`config.mk`:
```
export PLATFORM = sky130hd
export DESIGN_NAME = eddsa_verify_arbiter_flat
export DESIGN_NICKNAME = d
export VERILOG_FILES = /design/src/rtl/eddsa_arb_pkg.sv /design/src/rtl/eddsa_verify_arbiter_if.sv /design/src/rtl/arb_tag_fifo.sv /design/src/rtl/eddsa_verify_arbiter.sv /design/src/flat_wrapper.sv
export SDC_FILE = /design/constraint.sdc
export NUM_CORES = 1
export LEC_CHECK = 0
export CAP_MARGIN = 10
export CORE_AREA = 8 8 687 689
export CTS_CLUSTER_DIAMETER = 80
export DETAILED_ROUTE_END_ITERATION = 16
export DIE_AREA = 0 0 695 697
export SYNTH_ARGS = -nofsm -noshare
export SYNTH_HDL_FRONTEND = slang
export SYNTH_SLANG_ARGS = --single-unit
```
`constraint.sdc`:
```
create_clock -name aclk -period 2.7 [get_ports aclk]
set_input_delay 0.54 -clock aclk [delete_from_list [all_inputs] [get_ports aclk]]
set_output_delay 0.54 -clock aclk [all_outputs]
set_load 0.01 [all_outputs]
```
`src/rtl/eddsa_arb_pkg.sv`:
```
// Shared types, constants and the round-robin pick helper for the
// EdDSA verify-core arbiter.
package eddsa_arb_pkg;

  typedef enum logic {
    ARB,
    BUSY
  } arb_state_t;

  localparam int   MAX_REQ    = 8;
  localparam int   PICK_W     = $clog2(MAX_REQ);
  localparam logic VERDICT_OK = 1'b1;

  // Lowest offset from ptr (mod MAX_REQ) with valid set wins. Requests above
  // N_REQ are tied low by the caller, so this matches a mod-N_REQ scan.
  function automatic logic [PICK_W-1:0] rr_pick(input logic [MAX_REQ-1:0] valid,
                                                input logic [PICK_W-1:0]  ptr);
    logic [PICK_W-1:0] idx;
    rr_pick = ptr;
    for (int k = MAX_REQ - 1; k >= 0; k--) begin
      idx = ptr + PICK_W'(k);
      if (valid[idx]) rr_pick = idx;
    end
  endfunction

endpackage

```
`src/rtl/eddsa_verify_arbiter_if.sv`:
```
// Bundle of requester streams, core stream, core verdict and routed verdicts.
// The arbiter takes the slave view; the surrounding system drives the master view.
interface eddsa_verify_arbiter_if #(
  parameter int N_REQ  = 2,
  parameter int DATA_W = 512,
  parameter int ID_W   = 6
);
  localparam int KEEP_W = DATA_W / 8;

  logic [N_REQ-1:0]        s_tvalid;
  logic [N_REQ-1:0]        s_tready;
  logic [N_REQ*DATA_W-1:0] s_tdata;
  logic [N_REQ*KEEP_W-1:0] s_tkeep;
  logic [N_REQ*ID_W-1:0]   s_tid;
  logic [N_REQ-1:0]        s_tlast;

  logic                    core_tvalid;
  logic                    core_tready;
  logic [DATA_W-1:0]       core_tdata;
  logic [KEEP_W-1:0]       core_tkeep;
  logic [ID_W-1:0]         core_tid;
  logic                    core_tlast;

  logic                    vres_valid;
  logic                    vres_ready;
  logic                    vres_data;

  logic [N_REQ-1:0]        res_valid;
  logic [N_REQ-1:0]        res_ready;
  logic                    res_data;

  modport slave (
    input  s_tvalid, s_tdata, s_tkeep, s_tid, s_tlast,
    output s_tready,
    output core_tvalid, core_tdata, core_tkeep, core_tid, core_tlast,
    input  core_tready,
    input  vres_valid, vres_data,
    output vres_ready,
    output res_valid, res_data,
    input  res_ready
  );

  modport master (
    output s_tvalid, s_tdata, s_tkeep, s_tid, s_tlast,
    input  s_tready,
    input  core_tvalid, core_tdata, core_tkeep, core_tid, core_tlast,
    output core_tready,
    output vres_valid, vres_data,
    input  vres_ready,
    input  res_valid, res_data,
    output res_ready
  );

endinterface

```
`src/rtl/arb_tag_fifo.sv`:
```
// In-order FIFO of requester indices, one entry per packet in flight in the core.
module arb_tag_fifo #(
  parameter int W     = 1,
  parameter int DEPTH = 8
) (
  input  logic         aclk,
  input  logic         areset,
  input  logic         push,
  input  logic [W-1:0] din,
  input  logic         pop,
  output logic         full,
  output logic         empty,
  output logic [W-1:0] head
);

  localparam int AW = $clog2(DEPTH);

  logic [W-1:0] mem [DEPTH];
  logic [AW:0]  wr_ptr;
  logic [AW:0]  rd_ptr;

  always_ff @(posedge aclk) begin
    if (areset) begin
      wr_ptr <= '0;
      rd_ptr <= '0;
    end else begin
      if (push && !full) wr_ptr <= wr_ptr + 1'b1;
      if (pop && !empty) rd_ptr <= rd_ptr + 1'b1;
    end
  end

  // NOTE: storage is deliberately not reset; the pointers alone decide which
  // entries are valid, so clearing the array would only cost reset fan-out.
  always_ff @(posedge aclk) begin
    if (push && !full) mem[wr_ptr[AW-1:0]] <= din;
  end

  assign empty = (wr_ptr == rd_ptr);
  assign full  = (wr_ptr[AW] != rd_ptr[AW]) && (wr_ptr[AW-1:0] == rd_ptr[AW-1:0]);
  assign head  = mem[rd_ptr[AW-1:0]];

endmodule

```
`src/rtl/eddsa_verify_arbiter.sv`:
```
// Packet-granular round-robin share of one verify core among N_REQ streams,
// with in-order verdict routing. Define ARB_STATS_EN for per-requester counters.
module eddsa_verify_arbiter
  import eddsa_arb_pkg::*;
#(
  parameter int N_REQ     = 2,
  parameter int DATA_W    = 512,
  parameter int ID_W      = 6,
  parameter int TAG_DEPTH = 8
) (
  input  logic                   aclk,
  input  logic                   areset,
  eddsa_verify_arbiter_if.slave  bus,
  output logic                   err_orphan
`ifdef ARB_STATS_EN
  ,
  output logic [N_REQ*32-1:0]    stat_pkt,
  output logic [N_REQ*32-1:0]    stat_fail
`endif
);

  localparam int IDX_W  = $clog2(N_REQ);
  localparam int KEEP_W = DATA_W / 8;

  arb_state_t         state, state_n;
  logic [IDX_W-1:0]   grant, grant_n;
  logic [IDX_W-1:0]   rr_ptr, rr_ptr_n;
  logic               first_beat;

  logic [MAX_REQ-1:0] valid_ext;
  logic [PICK_W-1:0]  pick;

  logic               beat_hs;
  logic               last_hs;
  logic               push;
  logic               pop;
  logic               orphan;
  logic               fifo_full;
  logic               fifo_empty;
  logic [IDX_W-1:0]   head;

  logic [N_REQ-1:0]   s_tready_c;
  logic               core_tvalid_c;
  logic [DATA_W-1:0]  core_tdata_c;
  logic [KEEP_W-1:0]  core_tkeep_c;
  logic [ID_W-1:0]    core_tid_c;
  logic               core_tlast_c;
  logic [N_REQ-1:0]   res_valid_c;
  logic               vres_ready_c;

  always_comb begin
    valid_ext              = '0;
    valid_ext[N_REQ-1:0]   = bus.s_tvalid;
    pick                   = rr_pick(valid_ext, PICK_W'(rr_ptr));
  end

  // NOTE: every output of this block gets a default first so no path can
  // leave a signal unassigned and infer a latch.
  always_comb begin
    state_n       = state;
    grant_n       = grant;
    rr_ptr_n      = rr_ptr;
    s_tready_c    = '0;
    core_tvalid_c = 1'b0;
    core_tdata_c  = '0;
    core_tkeep_c  = '0;
    core_tid_c    = '0;
    core_tlast_c  = 1'b0;
    beat_hs       = 1'b0;
    last_hs       = 1'b0;
    push          = 1'b0;

    case (state)
      ARB: begin
        // One bubble per packet: the winner is only registered here.
        if (!fifo_full && (|bus.s_tvalid)) begin
          grant_n = IDX_W'(pick);
          state_n = BUSY;
        end
      end
      BUSY: begin
        core_tvalid_c     = bus.s_tvalid[grant];
        core_tdata_c      = bus.s_tdata[int'(grant)*DATA_W +: DATA_W];
        core_tkeep_c      = bus.s_tkeep[int'(grant)*KEEP_W +: KEEP_W];
        core_tid_c        = bus.s_tid[int'(grant)*ID_W +: ID_W];
        core_tlast_c      = bus.s_tlast[grant];
        s_tready_c[grant] = bus.core_tready;
        beat_hs           = core_tvalid_c && bus.core_tready;
        push              = beat_hs && first_beat;
        if (beat_hs && core_tlast_c) begin
          last_hs  = 1'b1;
          state_n  = ARB;
          rr_ptr_n = (grant == IDX_W'(N_REQ - 1)) ? '0 : grant + IDX_W'(1);
        end
      end
      default: state_n = ARB;
    endcase
  end

  // Verdicts follow packet order; with nothing in flight they are swallowed.
  always_comb begin
    res_valid_c  = '0;
    vres_ready_c = 1'b0;
    pop          = 1'b0;
    orphan       = 1'b0;
    if (!fifo_empty) begin
      res_valid_c[head] = bus.vres_valid;
      vres_ready_c      = bus.res_ready[head];
      pop               = bus.vres_valid && bus.res_ready[head];
    end else begin
      vres_ready_c = bus.vres_valid;
      orphan       = bus.vres_valid;
    end
  end

  // NOTE: state registers use non-blocking assignments so every flop samples
  // pre-edge values regardless of block ordering.
  always_ff @(posedge aclk) begin
    if (areset) begin
      state      <= ARB;
      grant      <= '0;
      rr_ptr     <= '0;
      first_beat <= 1'b1;
      err_orphan <= 1'b0;
    end else begin
      state  <= state_n;
      grant  <= grant_n;
      rr_ptr <= rr_ptr_n;
      if (state == ARB) first_beat <= 1'b1;
      else if (push)    first_beat <= 1'b0;
      if (orphan) err_orphan <= 1'b1;
    end
  end

  arb_tag_fifo #(
    .W     (IDX_W),
    .DEPTH (TAG_DEPTH)
  ) u_tag_fifo (
    .aclk   (aclk),
    .areset (areset),
    .push   (push),
    .din    (grant),
    .pop    (pop),
    .full   (fifo_full),
    .empty  (fifo_empty),
    .head   (head)
  );

  assign bus.s_tready    = s_tready_c;
  assign bus.core_tvalid = core_tvalid_c;
  assign bus.core_tdata  = core_tdata_c;
  assign bus.core_tkeep  = core_tkeep_c;
  assign bus.core_tid    = core_tid_c;
  assign bus.core_tlast  = core_tlast_c;
  assign bus.res_valid   = res_valid_c;
  assign bus.res_data    = bus.vres_data;
  assign bus.vres_ready  = vres_ready_c;

`ifdef ARB_STATS_EN
  logic [31:0] pkt_cnt  [N_REQ];
  logic [31:0] fail_cnt [N_REQ];

  always_ff @(posedge aclk) begin
    if (areset) begin
      for (int i = 0; i < N_REQ; i++) begin
        pkt_cnt[i]  <= '0;
        fail_cnt[i] <= '0;
      end
    end else begin
      if (last_hs) pkt_cnt[grant] <= pkt_cnt[grant] + 32'd1;
      if (pop && (bus.vres_data != VERDICT_OK)) fail_cnt[head] <= fail_cnt[head] + 32'd1;
    end
  end

  always_comb begin
    stat_pkt  = '0;
    stat_fail = '0;
    for (int i = 0; i < N_REQ; i++) begin
      stat_pkt[i*32 +: 32]  = pkt_cnt[i];
      stat_fail[i*32 +: 32] = fail_cnt[i];
    end
  end
`endif

endmodule

```
`src/flat_wrapper.sv`:
```
// flat-port wrapper written by rule: the top's interface ports become plain ports
module eddsa_verify_arbiter_flat import eddsa_arb_pkg::*;
#(
  parameter int N_REQ     = 2,
  parameter int DATA_W    = 512,
  parameter int ID_W      = 6,
  parameter int TAG_DEPTH = 8
)
  (aclk, areset, err_orphan, bus_s_tvalid, bus_s_tdata, bus_s_tkeep, bus_s_tid, bus_s_tlast, bus_s_tready, bus_core_tvalid, bus_core_tdata, bus_core_tkeep, bus_core_tid, bus_core_tlast, bus_core_tready, bus_vres_valid, bus_vres_data, bus_vres_ready, bus_res_valid, bus_res_data, bus_res_ready);
  eddsa_verify_arbiter_if #(.N_REQ(N_REQ), .DATA_W(DATA_W), .ID_W(ID_W)) bus_i ();
  input  logic aclk;
  input  logic areset;
  output logic err_orphan;
  input wire logic [$bits(bus_i.s_tvalid)-1:0] bus_s_tvalid;
  input wire logic [$bits(bus_i.s_tdata)-1:0] bus_s_tdata;
  input wire logic [$bits(bus_i.s_tkeep)-1:0] bus_s_tkeep;
  input wire logic [$bits(bus_i.s_tid)-1:0] bus_s_tid;
  input wire logic [$bits(bus_i.s_tlast)-1:0] bus_s_tlast;
  output wire logic [$bits(bus_i.s_tready)-1:0] bus_s_tready;
  output wire logic [$bits(bus_i.core_tvalid)-1:0] bus_core_tvalid;
  output wire logic [$bits(bus_i.core_tdata)-1:0] bus_core_tdata;
  output wire logic [$bits(bus_i.core_tkeep)-1:0] bus_core_tkeep;
  output wire logic [$bits(bus_i.core_tid)-1:0] bus_core_tid;
  output wire logic [$bits(bus_i.core_tlast)-1:0] bus_core_tlast;
  input wire logic [$bits(bus_i.core_tready)-1:0] bus_core_tready;
  input wire logic [$bits(bus_i.vres_valid)-1:0] bus_vres_valid;
  input wire logic [$bits(bus_i.vres_data)-1:0] bus_vres_data;
  output wire logic [$bits(bus_i.vres_ready)-1:0] bus_vres_ready;
  output wire logic [$bits(bus_i.res_valid)-1:0] bus_res_valid;
  output wire logic [$bits(bus_i.res_data)-1:0] bus_res_data;
  input wire logic [$bits(bus_i.res_ready)-1:0] bus_res_ready;
  assign bus_i.s_tvalid = bus_s_tvalid;
  assign bus_i.s_tdata = bus_s_tdata;
  assign bus_i.s_tkeep = bus_s_tkeep;
  assign bus_i.s_tid = bus_s_tid;
  assign bus_i.s_tlast = bus_s_tlast;
  assign bus_s_tready = bus_i.s_tready;
  assign bus_core_tvalid = bus_i.core_tvalid;
  assign bus_core_tdata = bus_i.core_tdata;
  assign bus_core_tkeep = bus_i.core_tkeep;
  assign bus_core_tid = bus_i.core_tid;
  assign bus_core_tlast = bus_i.core_tlast;
  assign bus_i.core_tready = bus_core_tready;
  assign bus_i.vres_valid = bus_vres_valid;
  assign bus_i.vres_data = bus_vres_data;
  assign bus_vres_ready = bus_i.vres_ready;
  assign bus_res_valid = bus_i.res_valid;
  assign bus_res_data = bus_i.res_data;
  assign bus_i.res_ready = bus_res_ready;
  eddsa_verify_arbiter #(.N_REQ(N_REQ), .DATA_W(DATA_W), .ID_W(ID_W), .TAG_DEPTH(TAG_DEPTH)) u_core (.aclk(aclk), .areset(areset), .bus(bus_i), .err_orphan(err_orphan));
endmodule
```
==> metrics.yaml, run 1 <==
worst_hold_path:
  hold_path.class: "reg2reg"
power_and_ir_drop:
  pwr-share-comb: 0.929
  clkPwrFrac: 0.032
  p_seq_frac: 0.039
  p_leak_nw: 13.5
  power_w: 0.0102
  switchingPower_w: 0.00493
  powerDensity_nw_per_um2: 237
  power.internal_w: 0.00523
  ir_drop_mv: 0.282
  switching_share: 0.486
sta:
  slew_violations: 0
  hold_violations: 0
  slew_headroom: 0.534
  tightestPinTransition_ps: 680
  finalCritPeriodShare: 1.03
  rsz0062_at_grt: "yes"
  final.setup.worst_slack_ps: -80.4
  clock_skew_ps: 1.76
  min_period_ps: 2780
  max_freq_ghz: 0.360
  setup_viol: 4
floorplan:
  die_h_um: 697
  die_area_um2: 484000
  coreArea_um2: 461000
  io_pins: 1766
  initial_core_util: 0.0242
  num_rows: 250
  die_w_um: 695
synth:
  ys_warn_count: 0
  synth_fp_nets: 2587
  synth_area_um2: 11200
  yosys-top-cells-area: "mux2i_1, nor2b_1, dfxtp_1"
  synth_cell_types: 37
  syn_inst: 1410
  async_flop_share: 0
  ys_seq_elements: 24
  synth_flop_cell: "dfxtp_1"
  ys_seq_area_frac: 0.0502
  synth_top_cell_by_area: "mux2i_1"
  avgSynthCellArea_um2: 7.91
  synth_edf_count: 8
  synth_top_area_share: 0.527
drt:
  via_count: 21200
  vias_per_cell: 2.24
  drc: 0
  wirelength_mm: 444
  wl_per_cell_um: 46.7
  drt-initial-drc-count: 1512
  ant_nets: 0
  drtPass1Iterations: 7
global_route:
  grt_pass1_vias: 20100
  grt_util_all_layers: 0.174
  grt_max_degree: 81
  overflow: 0
  antenna_found_initial: 520
  grt_pass1_wl_mm: 487
critical_path:
  crit_path_start_kind: "register"
  crit_path_max_incr_delay_ps: 580
  crit_slowest_cell: "mux2i_2"
  cp_top_family: "buffers and inverters"
  crit_top_cell: "buf_12"
  crit_required_ps: 2160
  worstPathArrival_ps: 2240
  path_class: "reg2out"
  critPathCaptureType: "output pin"
  crit_fanout: 51
  cp_num_buf_inv: 3
  cp_cell_sequence: "buf_12, buf_16, mux2i_2, nor2b_1, buf_12"
clock_network:
  root_buffer: "clkbuf_16"
  cts_tree: "yes"
  cts_max_level: 1
  clkSinkCount: 24
  clk_pin_slew_ps: 60
  holdBufCountCts: 0
  cts_made_buffers: 3
  clk_latency_ps: 260
  clockBufferDepth: 2
run_status:
  violations: "negative setup slack"
  status: "finished with violations"
place:
  port_buffers: 1763
  place_area_um2: 40900
  dp_hpwl_mm: 426
  globalplace.congestion: 1.10
  placed_cells: 9278
layout:
  drive_above_1_share: 0.204
  finalInstanceArea_um2: 42900
  nNetsFinal: 4305
  nFillCells: 53300
  final-seq-area_um2: 568
  multiInputGateArea_um2: 10900
  syn_to_final_growth_pct: 284
  layout.cells.non_filler: 9492
job:
  maxCapViolCount: 0
-- cells in the final DEF (no fill, tap or decap), types with 3 or more instances in the layout --
master           Yosys  final
buf_4                1     52
xnor2_1              3      3
nor2b_2              0     33
o31ai_1              3      3
nand2b_1             3      3
nor2b_4              0      3
buf_6                0      5
nor2_1              14     14
nand2_1              4      4
diode_2              0    191
clkbuf_16            0      6
edfxtp_1             8      8
nor2b_1            585    549
mux2i_1            588    504
dfxtp_1             16     14
buf_12               0    432
mux2i_4              1     50
o21ai_0              4      4
dlymetal6s2s_1       0     40
a21oi_1              8      8
inv_1                6      6
clkdlybuf4s50_1      0   1285
dlygate4sd2_1        0     15
buf_16               0     14
mux2i_2              0     35
-- logic make-up (layout without fill, tap and decap cells) --
| family | Yosys count | in the layout | share of synthesized area |
|---|---|---|---|
| other | 0 | 191 | 0 |
| DFF | 24 | 24 | 0.0502 |
| buffers and inverters | 142 | 1859 | 0.0490 |
| AOI/OAI and AO/OA | 17 | 17 | 0.00875 |
| and+or+nand+nor | 626 | 626 | 0.348 |
| xor gates and xnor gates | 5 | 5 | 0.00393 |
| muxes | 594 | 594 | 0.538 |
| adders and majority gates | 2 | 2 | 0.00224 |
-- power by group through the flow --
stage | combinational [W] | clock [W] | sequential, W
2_1_floorplan | 0.00191 | 0 | 0.000394
3_3_place_gp | 0.00948 | 0 | 0.000401
3_5_place_dp | 0.00949 | 0 | 0.000402
4_1_cts | 0.00970 | 0.000328 | 0.000394
5_1_grt | 0.0100 | 0.000347 | 0.000395
6_report | 0.00944 | 0.000330 | 0.000396
-- cell type report --
cell class / count / share of cell area
clock buffers: 4 / 0.00184
inverters: 6 / 0.000526
diodes: 191 / 0.0112
repair buffers: 1849 / 0.539
multi-input cells: 1244 / 0.254
well taps: 6174 / 0.180
flip-flops and latches: 24 / 0.0133
-- metrics by stage --
step | worst slack, ps | util | hold WS (ps) | TNS, ps
after global routing | -38.2 | 0.0925 | 523 | -508
after CTS | -170 | 0.0904 | 502 | -1610
after floorplan | 476 | - | 455 | 0
after detailed placement | -481 | 0.0887 | 490 | -4440
final | -80.4 | 0.0929 | 502 | -119
after global placement | -502 | 0.0887 | 463 | -4310
-- synthesized netlist by cell type (3+ instances only) --
| cell type | instances |
|---|---|
| clkbuf_1 | 83 |
| o31ai_1 | 3 |
| buf_1 | 44 |
| a21oi_1 | 8 |
| o21ai_0 | 4 |
| mux2i_1 | 588 |
| buf_2 | 8 |
| dfxtp_1 | 16 |
| xnor2_1 | 3 |
| inv_1 | 6 |
| nand2_1 | 4 |
| nor2_1 | 14 |
| nor2b_1 | 585 |
| edfxtp_1 | 8 |
| nand2b_1 | 3 |
-- what timing repair did --
action,4_1_cts,5_1_grt
endpoints found under the setup margin,157,55
gates cloned,2,3
setup buffers,8,7
resized for setup,139,121
pin swaps,0,0
-- final timing paths --
kind	start	endpoint	slack, ps	cells past startpoint
min reg2reg	u_core.err_orphan	u_core.err_orphan	500	2
min	u_core.err_orphan	u_core.err_orphan	500	2
max reg2reg	register	register	380	6
max	u_core.grant	bus_core_tdata[205]	-80	5
-- per-layer routing --
layer	wire [um]	share of wire	track usage
met5	1470	0.0033	0
met4	17200	0.039	0.0525
met3	85600	0.19	0.155
met2	200000	0.45	0.281
met1	140000	0.32	0.160
-- tightest hold or removal path, cell delays in order (launching register included) --
cell     delay [ps]
dfxtp_1         320
nor2_1          100
nor2_1           40
Power figures use the tool's default switching activity.
==> inputs of run 2 (changes only) <==
--- a/config.mk
+++ b/config.mk
@@ -6,10 +6,10 @@
 export NUM_CORES = 1
 export LEC_CHECK = 0
 export CAP_MARGIN = 10
-export CORE_AREA = 8 8 687 689
+export CORE_AREA = 2 2 681 683
 export CTS_CLUSTER_DIAMETER = 80
 export DETAILED_ROUTE_END_ITERATION = 16
-export DIE_AREA = 0 0 695 697
+export DIE_AREA = 0 0 683 685
 export SYNTH_ARGS = -nofsm -noshare
 export SYNTH_HDL_FRONTEND = slang
 export SYNTH_SLANG_ARGS = --single-unit
==> run 2 against run 1 <==
Effect of this change: the run still ends with negative setup slack left; combinational power down 9.7%; clock power up 39%; first-iteration DRC count down 2.1%; critical path type unchanged; largest cell class unchanged.
==> metrics.yaml, run 2 (same netlist as run 1, synthesis figures left out) <==
run_status:
  status: "finished with violations"
  violations: "negative setup slack"
layout:
  utilization: 0.0927
  layout_commonest_cell: "clkdlybuf4s50_1"
  syn_to_final_growth_pct: 283
  final_cell_mix: "clkdlybuf4s50_1, nor2b_1, mux2i_1, buf_12, buf_4"
  nFillCells: 53500
  drive_above_1_share: 0.217
  nNetsFinal: 4474
  layout.cells.non_filler: 9637
critical_path:
  worstReg2RegEnd: "u_core.u_tag_fifo.mem[6]"
  r2r-start: "u_core.grant"
  crit_path_start_kind: "register"
  reg2reg_depth: 8
  critPathCaptureType: "output pin"
  worstPathArrival_ps: 2220
  crit_fanout: 6
  crit_required_ps: 2160
  r2r_slack_ps: 350
  path_class: "reg2out"
floorplan:
  initial_core_util: 0.0242
  die_h_um: 685
  die_area_um2: 468000
  num_rows: 250
  io_pins: 1766
  coreArea_um2: 461000
  die_w_um: 683
sta:
  rsz0062_at_grt: "yes"
  setup_viol: 11
  max_freq_ghz: 0.362
  hold_violations: 0
  clock_skew_ps: 9.53
  finalCritPeriodShare: 1.02
  min_period_ps: 2760
  slew_headroom: 0.575
  tightestPinTransition_ps: 620
  slew_violations: 0
  final.setup.worst_slack_ps: -64.4
worst_hold_path:
  min_from: "u_core.err_orphan"
  worstHoldPathCells: 2
  hold_end: "u_core.err_orphan"
  hold_path.class: "reg2reg"
place:
  placed_cells: 9407
  dp_hpwl_mm: 365
  globalplace.congestion: 1.26
  port_buffers: 1763
clock_network:
  root_buffer: "clkbuf_16"
  cts_made_buffers: 3
  cts_max_level: 1
  holdBufCountCts: 0
  clk_latency_ps: 270
  clk_pin_slew_ps: 80
  cts_tree: "yes"
  clockBufferDepth: 2
  clkSinkCount: 24
job:
  maxCapViolCount: 0
drt:
  drt-initial-drc-count: 1480
  drc: 0
  wirelength_mm: 384
  via_count: 21400
  vias_per_cell: 2.22
  drtPass1Iterations: 5
  ant_nets: 0
  wl_per_cell_um: 39.9
global_route:
  antenna_found_initial: 528
  grt_util_all_layers: 0.156
  overflow: 0
  grt_pass1_wl_mm: 424
  grt_pass1_vias: 19800
  grt_max_degree: 84
power_and_ir_drop:
  powerDensity_nw_per_um2: 219
  power_w: 0.00937
  ir_drop_mv: 0.214
  p_leak_nw: 14.8
## run 2: report_power, final
group	internal [W]	switching (W)	total [W]
registers	0.000380	0.00000793	0.000388
clock network	0.000296	0.000163	0.000459
logic	0.00446	0.00406	0.00852
## run 2: per-stage QoR
stage | instance area [um2] | setup TNS [ps] | hold WS [ps] | setup WS (ps)
floorplan | 11200 | 0 | 455 | 476
global placement | 40200 | -1370 | 472 | -523
detailed placement | 40200 | -1280 | 467 | -408
CTS | 41500 | -889 | 484 | -122
global route | 42600 | -744 | 511 | -85.6
finish | 42800 | -219 | 480 | -64.4
## run 2: cell type report
| type | count | area [um2] | share of cell area |
|---|---|---|---|
| timing repair buffer | 2018 | 22900 | 0.536 |
| tap | 6174 | 7720 | 0.181 |
| inverter | 6 | 22.5 | 0.000527 |
| clock inverter | 1 | 30.0 | 0.000702 |
| clock buffer | 3 | 75.1 | 0.00176 |
| antenna | 167 | 418 | 0.00977 |
| sequential | 24 | 569 | 0.0133 |
| multi-input combinational | 1244 | 11000 | 0.258 |
## run 2: routing by layer
metal  vias up  track usage  routed length [um]
met1      9706        0.153              125000
li1       8813            -                   -
met4       284       0.0459               14700
met2      1805        0.263              180000
met5         -            0                1940
met3       831        0.109               62800
## run 2: what timing repair did
action                                  CTS  global route
buffers inserted                         29            18
cloned                                    7             5
endpoints found under the setup margin  202           146
resized for setup                       302           160
endpoints found under the hold margin     0             0
pin swaps                                 0             1
## run 2: worst max-delay path, stage by stage, from the launching register on
cell and delay, ps:
dfxtp_4 390, buf_12 160, buf_4 150, buf_12 110
buf_16 140, mux2i_2 340, nor2b_1 90, clkdlybuf4s50_1 510
## run 2: worst max path at each step
| stage | end | start | cells past startpoint |
|---|---|---|---|
| CTS | bus_core_tdata[412] | u_core.grant | 7 |
| floorplan | bus_core_tdata[100] | u_core.grant | 5 |
| global placement | bus_core_tdata[435] | bus_s_tdata[947] | 5 |
| global route | bus_core_tdata[272] | u_core.grant | 7 |
| detailed placement | bus_core_tdata[435] | bus_s_tdata[947] | 5 |
| finish | bus_core_tdata[353] | u_core.grant | 7 |
